`src/rtl/weight_buf_pingpong.sv`:
```
// Ping-pong weight buffer: a loader fills the shadow bank element by element while readers fetch full kernel rows from the active bank.
// Read latency 1 cycle, or 2 with WEIGHT_BUF_OUTREG_EN defined. Loader backpressure: wr_ready is high only while a fill is in progress.
module weight_buf_pingpong #(
    parameter int DATA_WIDTH   = 8,
    parameter int IN_CHANNELS  = 3,
    parameter int OUT_CHANNELS = 4,
    parameter int KERNEL_SIZE  = 1,
    localparam int ROW_ELEMS   = IN_CHANNELS * KERNEL_SIZE * KERNEL_SIZE,
    localparam int ROW_W       = DATA_WIDTH * ROW_ELEMS,
    localparam int AW          = (OUT_CHANNELS > 1) ? $clog2(OUT_CHANNELS) : 1,
    localparam int LW          = (ROW_ELEMS > 1) ? $clog2(ROW_ELEMS) : 1
) (
    input  logic                  clk,
    input  logic                  rst_n,
    input  logic                  load_start,
    input  logic                  wr_valid,
    input  logic [DATA_WIDTH-1:0] wr_data,
    output logic                  wr_ready,
    output logic                  load_done,
    output logic                  shadow_full,
    input  logic                  swap,
    output logic                  active_bank,
    input  logic                  rd_en,
    input  logic [AW-1:0]         rd_addr,
    output logic [ROW_W-1:0]      rd_data,
    output logic                  rd_valid
);

    typedef enum logic [1:0] {
        IDLE = 2'd0,
        LOAD = 2'd1,
        FULL = 2'd2
    } state_t;

    state_t          state_q, state_d;
    logic [AW-1:0]   row_cnt_q;
    logic [LW-1:0]   lane_cnt_q;
    logic            active_bank_q;
    logic            load_done_q;
    logic            wr_fire;
    logic            last_elem;
    logic            swap_fire;
    logic            addr_ok;

    logic [ROW_W-1:0] mem [2][OUT_CHANNELS];

    // A restart pulse owns its cycle: any element offered alongside it is dropped.
    assign wr_fire   = wr_valid && (state_q == LOAD) && !load_start;
    assign last_elem = (row_cnt_q == AW'(OUT_CHANNELS - 1)) && (lane_cnt_q == LW'(ROW_ELEMS - 1));
    assign swap_fire = swap && (state_q == FULL);

    assign wr_ready    = (state_q == LOAD);
    assign shadow_full = (state_q == FULL);
    assign active_bank = active_bank_q;
    assign load_done   = load_done_q;

    always_comb begin
        state_d = state_q;
        case (state_q)
            IDLE: state_d = IDLE;
            LOAD: if (wr_fire && last_elem) state_d = FULL;
            FULL: if (swap) state_d = IDLE;
            default: state_d = IDLE;
        endcase
        // Swap in FULL still toggles the bank this edge, so the new fill lands in the freshly retired bank.
        if (load_start) state_d = LOAD;
    end

    always_ff @(posedge clk or negedge rst_n) begin
        if (!rst_n) begin
            state_q       <= IDLE;
            row_cnt_q     <= '0;
            lane_cnt_q    <= '0;
            active_bank_q <= 1'b0;
            load_done_q   <= 1'b0;
        end else begin
            state_q     <= state_d;
            load_done_q <= wr_fire && last_elem;
            if (swap_fire) active_bank_q <= ~active_bank_q;
            if (load_start) begin
                row_cnt_q  <= '0;
                lane_cnt_q <= '0;
            end else if (wr_fire) begin
                if (lane_cnt_q == LW'(ROW_ELEMS - 1)) begin
                    lane_cnt_q <= '0;
                    row_cnt_q  <= last_elem ? '0 : row_cnt_q + 1'b1;
                end else begin
                    lane_cnt_q <= lane_cnt_q + 1'b1;
                end
            end
        end
    end

    // Storage is deliberately left unreset; only the shadow bank is ever written.
    always_ff @(posedge clk) begin
        if (wr_fire) begin
            for (int j = 0; j < ROW_ELEMS; j++) begin
                if (lane_cnt_q == LW'(j))
                    mem[~active_bank_q][row_cnt_q][j*DATA_WIDTH +: DATA_WIDTH] <= wr_data;
            end
        end
    end

    generate
        if ((1 << AW) > OUT_CHANNELS) begin : g_addr_chk
            assign addr_ok = ({1'b0, rd_addr} < (AW+1)'(OUT_CHANNELS));
        end else begin : g_addr_full
            assign addr_ok = 1'b1;
        end
    endgenerate

    logic [ROW_W-1:0] rd_data_q;
    logic             rd_valid_q;

    // Bank select uses the pre-edge active_bank, so a read coinciding with a swap sees the old bank.
    always_ff @(posedge clk or negedge rst_n) begin
        if (!rst_n) begin
            rd_valid_q <= 1'b0;
            rd_data_q  <= '0;
        end else begin
            rd_valid_q <= rd_en;
            rd_data_q  <= (rd_en && addr_ok) ? mem[active_bank_q][rd_addr] : '0;
        end
    end

`ifdef WEIGHT_BUF_OUTREG_EN
    logic [ROW_W-1:0] rd_data_q2;
    logic             rd_valid_q2;

    always_ff @(posedge clk or negedge rst_n) begin
        if (!rst_n) begin
            rd_valid_q2 <= 1'b0;
            rd_data_q2  <= '0;
        end else begin
            rd_valid_q2 <= rd_valid_q;
            rd_data_q2  <= rd_data_q;
        end
    end

    assign rd_data  = rd_data_q2;
    assign rd_valid = rd_valid_q2;
`else
    assign rd_data  = rd_data_q;
    assign rd_valid = rd_valid_q;
`endif

endmodule

```
`config.mk`:
```
export PLATFORM = sky130hd
export DESIGN_NAME = weight_buf_pingpong
export DESIGN_NICKNAME = d
export VERILOG_FILES = /design/src/rtl/weight_buf_pingpong.sv
export SDC_FILE = /design/constraint.sdc
export NUM_CORES = 1
export LEC_CHECK = 0
export BUFFER_PORTS_ARGS = -buffer_cell sky130_fd_sc_hd__buf_2
export CAP_MARGIN = 10
export CORE_ASPECT_RATIO = 1.2
export CORE_MARGIN = 2
export CORE_UTILIZATION = 50
export DETAILED_ROUTE_END_ITERATION = 16
export GPL_TIMING_DRIVEN = 0
export PLACE_DENSITY = 0.67
export SYNTH_ARGS = -nofsm -noshare
export SYNTH_HDL_FRONTEND = slang
export SYNTH_SLANG_ARGS = --single-unit
```
`constraint.sdc`:
```
create_clock -name clk -period 4.21 [get_ports clk]
set_clock_uncertainty 0.15 [all_clocks]
set_input_delay 0.2105 -clock clk [delete_from_list [all_inputs] [get_ports clk]]
set_output_delay 0.2105 -clock clk [all_outputs]
set_load 0.02 [all_outputs]
```
==> flow_summary.yaml <==
worst_setup_path:
  path_max_fanout: 9
  cp-startpoint: "state_q[1]"
  rr_worst_depth: 4
  slowest_delay_ps: 800
  cp-start-kind: "flip-flop"
  critPathCaptureType: "flip-flop"
  worstPathArrival_ps: 2490
  reg2reg_to: "mem[0][34]"
  slowest_stage: "nor2_1"
  worst-setup-path-type: "reg -> reg"
  cp_cell_sequence: "and3b_1, clkbuf_1, nand3_1, nor2_1"
  worstPathRequired_ps: 4180
  timing.rr.start: "state_q[1]"
  ff2ff_setup_slack_ps: 1690
worst_hold_path:
  min_path_cells: 1
  hold_class: "in -> reg"
  min_to: "mem[1][30]"
  hp-start: "wr_data[6]"
timing:
  period_minus_slack_ps: 2517
  max-slew-margin-rel_pct: 39.79
  finalSetupViolations: 0
  timing.hold.ws_ps: 35.83
  worst_pin_slew_ps: 899.8
  fmax_mhz: 397.2
  slew_viol_final: 0
  rsz0062_at_grt: "false"
  finalCritPeriodShare_pct: 59.80
  hold_viol_final: 0
  setup_tns_ps: 0
grt:
  antenna_found_initial: 0
  grt_max_degree: 34
  grt_pass1_vias: 4618
  grt_pass1_wl_mm: 27.03
  grt_usage_pct: 19.20
  overflow: 0
route:
  wire_per_inst_um: 22.65
  drtPass1Iterations: 4
  via_count: 4284
  vias_per_cell: 5.622
  wirelength_mm: 17.26
  drc_errors: 0
  ant_nets: 0
  drt_iter0_drc: 371
finish:
  multiInputGateArea_mm2: 0.001869
  syn_to_final_growth_pct: 13.96
  register_area_mm2: 0.006591
  layout-drive-gt1-share_pct: 27.84
  n_antenna_cell: 0
  nFillCells: 1250
  fin_nets: 550
placement:
  portBuffers: 42
  gp_congestion: 0.7724
  dp_hpwl_mm: 11.05
synth:
  synth.top_cell.area_share_pct: 65.96
  yosys_register_bits: 225
  yosysUniqueCellTypes: 31
  synthesis.nets: 480
  yosys.area.top_type: "edfxtp_1"
  yosysSeqAreaShare_pct: 75.41
  synth_area_mm2: 0.008741
  ys_top_cells_by_area: "edfxtp_1 66%, dfrtp_1 9.4%, mux4_2 4.9%"
  synthCells: 460
  yosys_warnings: 0
  postSynthAreaPerCell_um2: 19.00
floorplanning:
  coreArea_mm2: 0.01698
  io_pins: 45
  chipWidth_um: 124.7
  fp.dieArea_mm2: 0.01856
  initial_core_util_pct: 51.47
  placementRows: 52
  dieHeight_um: 148.8
clock_network:
  cts.sinks: 225
  cts_made_buffers: 22
  post_cts_buffers: 0
  clk_path_buf_depth: 3
  clk_latency_ps: 490
  clk_pin_slew_ps: 60
  cts_tree: "yes"
  cts-root-buf: "clkbuf_16"
  ctsHtreeMaxLevel: 1
power_and_ir_drop:
  p_leak_uw: 0.003566
  peakVddDrop_mv: 0.2442
  power_density_mw_per_mm2: 458.5
  power_uw: 4567
flow_run:
  maxCapViolCount: 0
run_status:
  status: "finished clean"
-- worst max path at each step --
stage	cells after the start	to	slack (ps)
floorplan	4	mem[0][16]	2240
global placement	4	mem[0][32]	1770
detailed placement	4	mem[0][32]	1670
CTS	4	mem[0][34]	1660
global route	4	mem[0][37]	1570
finish	4	mem[0][34]	1690
-- where the power goes --
| group | internal (uW) | total [uW] | switching (uW) |
|---|---|---|---|
| Sequential | 2440 | 2450 | 6.20 |
| Combinational | 82.6 | 228 | 146 |
| Clock | 1110 | 1890 | 777 |
-- worst max-delay path: cells and delay by family (launching register included) --
| family | cells | cell delay (ps) |
|---|---|---|
| buffers and inverters | 1 | 220 |
| and+or+nand+nor | 3 | 1360 |
| DFF | 1 | 400 |
-- registers in the layout, summed over array words and instances, names as in the netlist --
register     cells
active_bank      1
mem            192
state_q          2
load_done        1
rd_data         24
rd_valid         1
lane_cnt_q       2
row_cnt_q        2
-- what timing repair did --
action                    in CTS  in global routing
hold buffers                   4                  0
hold endpoints to repair      45                  0
resized for setup              0                  0
-- cells in the final DEF (no fill, tap or decap), drive strengths merged, types with 6 or more instances in the layout --
| cell type | synthesis | layout |
|---|---|---|
| inv | 27 | 27 |
| edfxtp | 192 | 192 |
| dfrtp | 33 | 33 |
| mux2 | 24 | 24 |
| mux2i | 24 | 24 |
| nor2 | 27 | 27 |
| nand2b | 8 | 8 |
| a221oi | 24 | 24 |
| clkbuf | 7 | 39 |
| mux4 | 24 | 24 |
| o21ai | 27 | 27 |
| clkinv | 0 | 7 |
| buf | 16 | 58 |
| nand2 | 6 | 6 |
-- through the flow --
stage / std cells / utilization, % / setup slack (ps) / area, um2
CTS: 762 / 58.66 / 1660 / 9961
global route: 762 / 58.66 / 1571 / 9961
finish: 762 / 58.66 / 1693 / 9961
detailed placement: 718 / 54.30 / 1665 / 9221
floorplan: 460 / - / 2241 / 8741
global placement: 718 / 54.30 / 1774 / 9221
-- synth_stat cells --
cell,n
nor2_2,1
nand3b_1,3
and3b_1,1
mux2_2,24
a21oi_1,3
nor2b_1,3
nand2_1,6
edfxtp_1,192
mux4_1,5
or3_1,1
dfrtp_1,33
nand2b_1,8
buf_8,1
nor2_1,26
buf_4,5
inv_1,27
buf_6,3
a221oi_1,5
xnor2_1,1
clkbuf_1,6
a21o_1,1
buf_12,2
mux2i_1,24
buf_2,5
o21ai_0,27
mux4_2,19
clkbuf_2,1
nand3_1,3
a221oi_2,19
ha_1,4
nand4_1,1
-- final cells by class --
type / instances / share of cell area [%]
Clock inverter: 8 / 0.6029
Sequential cell: 225 / 66.17
Inverter: 27 / 1.017
Tap cell: 216 / 2.713
Timing Repair Buffer: 46 / 2.512
Clock buffer: 32 / 6.419
Buffer: 23 / 1.796
Multi-Input combinational cell: 185 / 18.77
-- per-layer routing --
layer / vias up / GRT usage, % / wire (um) / share of wire (%)
met5: - / 0 / 0 / 0
met4: 0 / 5.393 / 292 / 1.7
met3: 22 / 2.977 / 901 / 5.2
met2: 129 / 32.81 / 8702 / 50
met1: 2200 / 26.00 / 7359 / 43
li1: 1933 / - / - / -
-- cells by family (layout without fill, tap and decap cells) --
family | after synthesis | in the layout | synth area share, %
buffers and inverters | 50 | 136 | 3.206
and+or+nand+nor | 53 | 53 | 2.906
xor gates and xnor gates | 1 | 1 | 0.1002
adders and majority gates | 4 | 4 | 0.5726
muxes | 72 | 72 | 12.24
DFF | 225 | 225 | 75.41
AOI/OAI and AO/OA | 55 | 55 | 5.568
(Power assumes the default switching activity.)
